### config.mk
export PLATFORM = sky130hd
export DESIGN_NAME = ide_cycle_ctrl
export DESIGN_NICKNAME = d
export VERILOG_FILES = /design/src/rtl/ide_cycle_ctrl.sv
export SDC_FILE = /design/constraint.sdc
export NUM_CORES = 1
export LEC_CHECK = 0
export BUFFER_PORTS_ARGS = -buffer_cell sky130_fd_sc_hd__buf_4
export CAP_MARGIN = 25
export CELL_PAD_IN_SITES_DETAIL_PLACEMENT = 0
export CELL_PAD_IN_SITES_GLOBAL_PLACEMENT = 1
export CORE_ASPECT_RATIO = 1.4
export CORE_UTILIZATION = 39
export DETAILED_ROUTE_END_ITERATION = 8
export MAX_ROUTING_LAYER = met4
export PLACE_DENSITY_LB_ADDON = 0.08
export SETUP_SLACK_MARGIN = 0.3
export SLEW_MARGIN = 20
export SYNTH_ARGS = -nofsm -noshare
export SYNTH_HDL_FRONTEND = slang
export SYNTH_SLANG_ARGS = --single-unit
### constraint.sdc
create_clock -name CLKCPU -period 6.5 [get_ports CLKCPU]
set_clock_uncertainty 0.15 [all_clocks]
set_input_delay 1.3 -clock CLKCPU [delete_from_list [all_inputs] [get_ports CLKCPU]]
set_output_delay 1.3 -clock CLKCPU [all_outputs]
set_load 0.02 [all_outputs]
### src/rtl/ide_cycle_ctrl.sv
// ATA PIO cycle engine for 68030 accesses to the IDE window $DA0000-$DA3FFF.
// Generates chip selects, register address, IOR/IOW, buffer control and 16-bit DSACK.
module ide_cycle_ctrl #(
    parameter int SETUP_CYC     = 2,
    parameter int STROBE_CYC    = 6,
    parameter int HOLD_CYC      = 1,
    parameter int IORDY_TIMEOUT = 255
) (
    input  logic        CLKCPU,
    input  logic        RESET,
    input  logic        AS20,
    input  logic        DS20,
    input  logic        RW,
    input  logic [31:0] A,
    input  logic        IORDY,
    output logic        ACCESS,
    output logic        IDE_CS0,
    output logic        IDE_CS1,
    output logic [2:0]  IDE_A,
    output logic        IDE_IOR,
    output logic        IDE_IOW,
    output logic        IDE_DBEN,
    output logic        IDE_DIR,
    output logic        RD_LATCH,
    output logic [1:0]  DSACK,
    output logic        TIMEOUT
);

    localparam logic [2:0] S_IDLE   = 3'd0;
    localparam logic [2:0] S_SETUP  = 3'd1;
    localparam logic [2:0] S_STROBE = 3'd2;
    localparam logic [2:0] S_HOLD   = 3'd3;
    localparam logic [2:0] S_ACK    = 3'd4;

    localparam logic [3:0] SETUP_LAST  = 4'(SETUP_CYC - 1);
    localparam logic [3:0] STROBE_LAST = 4'(STROBE_CYC - 1);
    localparam logic [3:0] HOLD_LAST   = 4'(HOLD_CYC - 1);
    localparam logic [7:0] IORDY_LAST  = 8'(IORDY_TIMEOUT);

    logic [2:0] state_q, state_d;
    logic [3:0] phase_q, phase_d;
    logic [7:0] iordy_q, iordy_d;
    logic       rw_q, rw_d, sel_q, sel_d, dummy_q, dummy_d;
    logic       abort_q, abort_d, armed_q, armed_d, timeout_q, timeout_d;
    logic [2:0] addr_q, addr_d;

    logic       cs0_q, cs0_d, cs1_q, cs1_d, ior_q, ior_d, iow_q, iow_d;
    logic       dben_q, dben_d, dir_q, dir_d, rd_latch_q, rd_latch_d;
    logic [2:0] ide_a_q, ide_a_d;
    logic [1:0] dsack_q, dsack_d;

    logic window, active, drive_on;
    logic unused_inputs;

    assign unused_inputs = ^{DS20, A[11:5], A[1:0]};

    // The whole $DA0000-$DA3FFF window answers ACCESS; only A[13]=1 reaches the drive.
    assign window = (A[31:14] == {16'h00DA, 2'b00}) && !AS20;
    assign ACCESS = !window;
    assign active = (state_q == S_SETUP) || (state_q == S_STROBE) || (state_q == S_HOLD);

    always_comb begin
        state_d   = state_q;
        phase_d   = phase_q;
        iordy_d   = iordy_q;
        rw_d      = rw_q;
        sel_d     = sel_q;
        addr_d    = addr_q;
        dummy_d   = dummy_q;
        abort_d   = abort_q || (AS20 && active);
        armed_d   = AS20 ? 1'b1 : armed_q;
        timeout_d = timeout_q;
        case (state_q)
            S_IDLE: begin
                if (window && armed_q) begin
                    armed_d = 1'b0;
                    abort_d = 1'b0;
                    rw_d    = RW;
                    sel_d   = A[12];
                    addr_d  = A[4:2];
                    dummy_d = !A[13];
                    phase_d = 4'd0;
                    iordy_d = 8'd0;
                    state_d = A[13] ? S_SETUP : S_ACK;
                end
            end
            S_SETUP: begin
                if (phase_q == SETUP_LAST) begin
                    phase_d = 4'd0;
                    state_d = S_STROBE;
                end else begin
                    phase_d = phase_q + 4'd1;
                end
            end
            S_STROBE: begin
                // IORDY only matters once the minimum strobe width has elapsed.
                if (phase_q != STROBE_LAST) begin
                    phase_d = phase_q + 4'd1;
                end else if (IORDY || (iordy_q == IORDY_LAST)) begin
                    phase_d = 4'd0;
                    iordy_d = 8'd0;
                    state_d = S_HOLD;
                    if (!IORDY) begin
                        timeout_d = 1'b1;
                    end
                end else begin
                    iordy_d = iordy_q + 8'd1;
                end
            end
            S_HOLD: begin
                if (phase_q == HOLD_LAST) begin
                    phase_d = 4'd0;
                    state_d = (abort_q || AS20) ? S_IDLE : S_ACK;
                end else begin
                    phase_d = phase_q + 4'd1;
                end
            end
            S_ACK: begin
                if (AS20) begin
                    state_d = S_IDLE;
                end
            end
            default: state_d = S_IDLE;
        endcase
    end

    // Outputs follow the state one clock later; the ACK exit reacts to AS20 directly.
    always_comb begin
        drive_on   = active || ((state_q == S_ACK) && rw_q && !dummy_q && !AS20);
        cs0_d      = !(active && !sel_q);
        cs1_d      = !(active && sel_q);
        ide_a_d    = active ? addr_q : 3'd0;
        ior_d      = !((state_q == S_STROBE) && rw_q);
        iow_d      = !((state_q == S_STROBE) && !rw_q);
        dben_d     = !drive_on;
        dir_d      = drive_on && rw_q;
        rd_latch_d = (state_q == S_STROBE) && (state_d == S_HOLD) && rw_q;
        dsack_d    = ((state_q == S_ACK) && !AS20) ? 2'b01 : 2'b11;
    end

    always_ff @(posedge CLKCPU) begin
        if (RESET) begin
            state_q    <= S_IDLE;
            phase_q    <= 4'd0;
            iordy_q    <= 8'd0;
            rw_q       <= 1'b0;
            sel_q      <= 1'b0;
            addr_q     <= 3'd0;
            dummy_q    <= 1'b0;
            abort_q    <= 1'b0;
            armed_q    <= 1'b1;
            timeout_q  <= 1'b0;
            cs0_q      <= 1'b1;
            cs1_q      <= 1'b1;
            ide_a_q    <= 3'd0;
            ior_q      <= 1'b1;
            iow_q      <= 1'b1;
            dben_q     <= 1'b1;
            dir_q      <= 1'b0;
            rd_latch_q <= 1'b0;
            dsack_q    <= 2'b11;
        end else begin
            state_q    <= state_d;
            phase_q    <= phase_d;
            iordy_q    <= iordy_d;
            rw_q       <= rw_d;
            sel_q      <= sel_d;
            addr_q     <= addr_d;
            dummy_q    <= dummy_d;
            abort_q    <= abort_d;
            armed_q    <= armed_d;
            timeout_q  <= timeout_d;
            cs0_q      <= cs0_d;
            cs1_q      <= cs1_d;
            ide_a_q    <= ide_a_d;
            ior_q      <= ior_d;
            iow_q      <= iow_d;
            dben_q     <= dben_d;
            dir_q      <= dir_d;
            rd_latch_q <= rd_latch_d;
            dsack_q    <= dsack_d;
        end
    end

    assign IDE_CS0  = cs0_q;
    assign IDE_CS1  = cs1_q;
    assign IDE_A    = ide_a_q;
    assign IDE_IOR  = ior_q;
    assign IDE_IOW  = iow_q;
    assign IDE_DBEN = dben_q;
    assign IDE_DIR  = dir_q;
    assign RD_LATCH = rd_latch_q;
    assign DSACK    = dsack_q;
    assign TIMEOUT  = timeout_q;

endmodule

==> flow_summary.toml, run 1 <==
[critical_path]
endpoint_kind = "output pin"
rr_endpoint = "iordy_q[4]$_SDFFE_PP0P_"
r2r_start = "state_q[1]$_SDFF_PP0_"
reg2reg_depth = 5
crit_path_start = "A[16]"
worstPathArrival_ps = 2480
cp-endpoint = "ACCESS"
r2r_setup_slack_ps = 4260
startpoint_type = "primary input"
worstPathMaxFanout = 4
required_ps = 5050
critPathKind = "in -> out"

[global_route]
grt_pass1_vias = 1473
overflow = 0
grt_max_degree = 26
grt_pass1_wl_mm = 6.52
grt_usage = 0.191
antenna_found_initial = 0

[synth]
synth-compound-area-share = 0.149
synth_fp_nets = 236
netlist_area_um2 = 1680
synthCells = 194
synth_top_area_frac = 0.418
yosysMostFrequentCell = "dfxtp_1"
synth_edf_count = 0
ys_ff_latch = 35
ys.flop_type = "dfxtp_1"
yosysWarnings = 0
synth-simple-area-share = 0.314
yosys.area.top_type = "dfxtp_1"
synthTopCellsByArea = "dfxtp_1, a21oi_1, nor2_1"
postSynthAreaPerCell_um2 = 8.64
synthAdderAreaFrac = 0.0299
synthXorXnorAreaFrac = 0
seq_area_frac_synth = 0.418
synth_mux_area_frac = 0.0478
netlist_top_cells_count = "dfxtp_1, nor2_1, a21oi_1"
synth_top_family_by_area = "simple AND/OR/NAND/NOR gates"
async_flop_share = 0
ys_types = 47

[clocking]
cts_tree = "built"
clock_latency_ps = 290
cts_resized = 0
cts_made_buffers = 5
h-tree-depth = 2
root_buffer = "clkbuf_8"
ctsLongestPathBuffers = 2
numClockSinks = 35
postCtsHoldBufs = 0
post_cts_buffers = 0
cts.clk_slew.worst_paths_ps = 70

[cells_and_area]
multi_input_area_um2 = 910
layout.nets = 274
diodes = 0
ff_latch_area_um2 = 701
design_area_um2 = 2070
layoutNonFillerInstCount = 276
area_growth_pct = 23.6
drive_gt1_frac = 0.245
fillers = 405
fin_util = 0.515

[sta]
min_period_over_period = 0.605
fin_crit_ps = 3930
slew_headroom = 0.567
grt_setup_unrepaired = "no"
drv_slew = 0
setup_viol = 0
max_clock_freq_mhz = 254
finalHoldViolCount = 0
tightest_slew_ps = 644
setup_tns_ps = 0

[floorplanning]
fp-row-count = 27
coreArea_um2 = 4020
die_y_um = 79.6
start_util = 0.417
die_x_um = 57.4
dieArea_um2 = 4570
pin_count = 52

[route]
wire_per_inst_um = 14.1
drt_iter0_markers = 49
dr.pass1.iters = 6
ant_nets = 0
num_vias = 1570
vias_per_cell = 5.69
drt-total-wl_mm = 3.89
drc = 2

[job]
cap_violations = 0

[power_and_ir_drop]
sw_frac_of_total = 0.230
switching_power_uw = 89.8
p_seq_frac = 0.548
pwr-share-clk = 0.397
p_leak_nw = 0.770
combPwrFrac = 0.055
powerDensity_nw_per_um2 = 189
internal_power_uw = 301
peakVddDrop_v = 0.000117

[run_status]
status = "complete, but fails checks"
violations = "DRC"

[hold_path]
hold_class = "reg -> reg"
hold_start = "sel_q$_SDFFE_PP0P_"

[placed_design]
place_area_um2 = 1980
gp_congestion = 0.829
dp_hpwl_mm = 2.97
numPortBuffers = 40
dp_cells = 268
metal layers:
layer  GRT usage  up-vias  part of all wire
met5           -        -                 0
met4      0.0659        0             0.013
met3      0.0486        6             0.044
met2       0.343       46              0.55
met1       0.199      743              0.39
li1            -      775                 -
critical path: stages:
cell and delay, ps:
buf_4 110, nor4b_1 460, and4_2 370, nand2b_1 90
buf_4 160
kinds of logic (layout without fill, tap and decap cells):
family,Yosys count,count (layout)
other,1,1
AO/OA/AOI/OAI,42,42
adder cells (fa/ha/maj),4,4
AND/OR/NAND/NOR,90,90
buffers and inverters,14,53
flip-flops,35,35
multiplexers,8,8
cells in the final DEF (no fill, tap or decap), types with 7 or more instances in the layout:
cell type   n
a21oi_1    20
buf_4      40
dfxtp_1    35
mux2i_1     8
nand2_1    10
nand3_1     8
nor2_1     24
nor3_1      7
o21ai_0     8
area by class of cell:
| class | instances | area share |
|---|---|---|
| well taps | 43 | 0.0260 |
| clock inverters | 3 | 0.00966 |
| flip-flops and latches | 35 | 0.338 |
| repair buffers | 40 | 0.145 |
| multi-input cells | 145 | 0.439 |
| inverters | 5 | 0.00906 |
| clock buffers | 5 | 0.0332 |
power by group through the flow:
stage | sequential, mW | clock, mW | combinational (mW)
after floorplan | 0.219 | 0 | 0.00679
after global placement | 0.219 | 0 | 0.0213
after detailed placement | 0.219 | 0 | 0.0218
after CTS | 0.214 | 0.160 | 0.0218
after global routing | 0.214 | 0.171 | 0.0235
final | 0.214 | 0.155 | 0.0214
worst min-delay path by stage:
| stage | slack (ps) | depth (start not counted) | end |
|---|---|---|---|
| after global placement | 240 | 1 | IDE_CS1$_SDFF_PP1_ |
| final | 250 | 1 | IDE_CS1$_SDFF_PP1_ |
| after global routing | 280 | 1 | IDE_CS1$_SDFF_PP1_ |
| after CTS | 250 | 1 | IDE_CS1$_SDFF_PP1_ |
| after floorplan | 230 | 1 | IDE_CS1$_SDFF_PP1_ |
| after detailed placement | 240 | 1 | IDE_CS1$_SDFF_PP1_ |
flip-flops by register name, summed over array words and instances, names as in the netlist, 3 cells and up:
name and count:
phase_q 4, IDE_A 3, addr_q 3, state_q 3, iordy_q 8
per-stage QoR:
step / power (mW) / hold slack, ps / setup WS (ps)
after floorplan: 0.226 / 226 / 2870
after global placement: 0.241 / 237 / 2560
after detailed placement: 0.241 / 237 / 2560
after CTS: 0.396 / 253 / 2550
after global routing: 0.409 / 279 / 2510
final: 0.391 / 254 / 2570
Power figures use the tool's default switching activity.
==> run 2, diff against run 1 <==
--- a/config.mk
+++ b/config.mk
@@ -5,12 +5,13 @@
 export SDC_FILE = /design/constraint.sdc
 export NUM_CORES = 1
 export LEC_CHECK = 0
+export ABC_AREA = 1
 export BUFFER_PORTS_ARGS = -buffer_cell sky130_fd_sc_hd__buf_4
 export CAP_MARGIN = 25
 export CELL_PAD_IN_SITES_DETAIL_PLACEMENT = 0
 export CELL_PAD_IN_SITES_GLOBAL_PLACEMENT = 1
 export CORE_ASPECT_RATIO = 1.4
-export CORE_UTILIZATION = 39
+export CORE_UTILIZATION = 32
 export DETAILED_ROUTE_END_ITERATION = 8
 export MAX_ROUTING_LAYER = met4
 export PLACE_DENSITY_LB_ADDON = 0.08
==> constraint.sdc (replaced) <==
create_clock -name CLKCPU -period 3.4 [get_ports CLKCPU]
set_clock_uncertainty 0.15 [all_clocks]
set_input_delay 0.68 -clock CLKCPU [delete_from_list [all_inputs] [get_ports CLKCPU]]
set_output_delay 0.68 -clock CLKCPU [all_outputs]
set_load 0.02 [all_outputs]
==> flow_summary.toml, run 2 <==
[critical_path]
required_ps = 2570
r2r_start = "state_q[0]$_SDFF_PP0_"
worstPathArrival_ps = 1490
r2r_setup_slack_ps = 1610
endpoint_kind = "output pin"
worstPathMaxFanout = 3
startpoint_type = "primary input"
critPathKind = "in -> out"
crit_path_start = "A[31]"

[cells_and_area]
layout.nets = 361
diodes = 0
largest_reg_flops = 8
reg.largest.list = "iordy_q: 8 flops, phase_q: 4 flops"
final_cell_mix = "nand2_1, nor2_1, inv_1"
drive_gt1_frac = 0.197
area_growth_pct = 24.2
fillers = 634
regMostFlops = "iordy_q"
layout_commonest_cell = "nand2_1"
design_area_um2 = 2280

[sta]
drv_slew = 0
fin_crit_ps = 2320
grt_setup_unrepaired = "no"
hold_ws_ps = 258
setup_tns_ps = 0
max_clock_freq_mhz = 430
tightest_slew_ps = 526
slew_headroom = 0.647
min_period_over_period = 0.683
finalHoldViolCount = 0
fin_ws_ps = 1080
setup_viol = 0

[floorplanning]
start_util = 0.332
die_y_um = 91.6
die_x_um = 66.0
fp-row-count = 32
dieArea_um2 = 6050
coreArea_um2 = 5530
pin_count = 52

[synth]
ys_ff_latch = 35
synthCells = 276
seq_area_frac_synth = 0.382
netlist_top_cells_count = "nand2_1, nor2_1, inv_1"
postSynthAreaPerCell_um2 = 6.65
synth_top_area_frac = 0.382
yosys.area.top_type = "dfxtp_1"
ys.flop_type = "dfxtp_1"
yosysWarnings = 0
synthTopCellsByArea = "dfxtp_1, nand2_1, nor2_1"
netlist_area_um2 = 1840
yosysMostFrequentCell = "nand2_1"
ys_types = 33
synth_fp_nets = 318
synth_edf_count = 0
async_flop_share = 0

[route]
ant_nets = 0
num_vias = 1759
drt-total-wl_mm = 4.29
drc = 0
vias_per_cell = 4.53
dr.pass1.iters = 4
wire_per_inst_um = 11.1
wl_met2_mm = 2.32
route.met3.wl_um = 136
wl_met1_mm = 1.75
highest_layer = "met4"
drt_iter0_markers = 53

[clocking]
numClockSinks = 35
cts_made_buffers = 5
cts.clk_slew.worst_paths_ps = 70
clock_latency_ps = 290
h-tree-depth = 2
postCtsHoldBufs = 0
root_buffer = "clkbuf_8"
ctsLongestPathBuffers = 2
post_cts_buffers = 0
cts_resized = 0
cts_tree = "built"

[job]
cap_violations = 0

[hold_path]
hold_start = "sel_q$_SDFFE_PP0P_"
hold_class = "reg -> reg"

[placed_design]
gp_congestion = 0.709
place_area_um2 = 2190
numPortBuffers = 40
dp_hpwl_mm = 3.33
dp_slack_ps = 1030

[global_route]
grt_usage = 0.167
antenna_found_initial = 0
overflow = 0
grt_pass1_wl_mm = 7.42
grt_pass1_vias = 1626
grt_max_degree = 17

[power_and_ir_drop]
powerDensity_nw_per_um2 = 335
p_leak_nw = 0.991
peakVddDrop_v = 0.000122

[run_status]
status = "complete, no violations"
## run 2: changes by cell type in the layout (fill, tap and decap cells not counted), sizes merged, moves of 4 or more
cell	change
and3	-4
nand3	+15
inv	+38
nand3b	-4
nand2	+55
or3	-4
nor2	+30
mux2i	-8
a21oi	-8
## run 2: worst paths after layout
kind / endpoint / cells after the start
setup / recovery: ACCESS / 8
hold / removal: IDE_CS1$_SDFF_PP1_ / 1
setup reg to reg: iordy_q[4]$_SDFFE_PP0P_ / 8
hold reg to reg: IDE_CS1$_SDFF_PP1_ / 1
## run 2: through the flow
step	power [mW]	util	instances
5_1_grt	0.810	0.413	388
3_5_place_dp	0.471	0.397	380
3_3_place_gp	0.471	0.397	380
2_1_floorplan	0.440	-	276
6_report	0.763	0.413	388
4_1_cts	0.780	0.413	388
## run 2: routing by layer
metal / up-vias / global-route usage
met3: 6 / 0.0336
met1: 768 / 0.178
met4: 0 / 0.0745
met5: - / -
met2: 36 / 0.290
li1: 949 / -
## run 2: area by class of cell
class,count,area [um2],area share
clock buffer,5,68.8,0.0302
clock inverter,3,20.0,0.00878
inverter,43,164,0.0719
multi-input combinational,194,941,0.413
sequential,35,701,0.307
tap,68,85.1,0.0373
timing repair buffer,40,300,0.132
## run 2: logic make-up (layout without fill, tap and decap cells)
family,Yosys count,after routing,synth area share
compound gates,29,29,0.0893
fa+ha+maj,4,4,0.0273
buf+inv,47,91,0.106
flops,35,35,0.382
other cells,1,1,0.00204
xor+xnor,3,3,0.0143
simple gates,157,157,0.380
## run 2: worst max-delay path: stages
cell,delay (ps)
buf_4,100
inv_1,50
nand2_1,50
nor2_1,150
nand3_1,110
nor2_2,140
inv_1,50
buf_4,150
## run 2: power by group
part | internal (mW) | total [mW] | switching (mW)
Sequential | 0.410 | 0.410 | 0.000000310
Clock | 0.142 | 0.303 | 0.161
Combinational | 0.0259 | 0.0503 | 0.0244
Total | 0.578 | 0.763 | 0.185
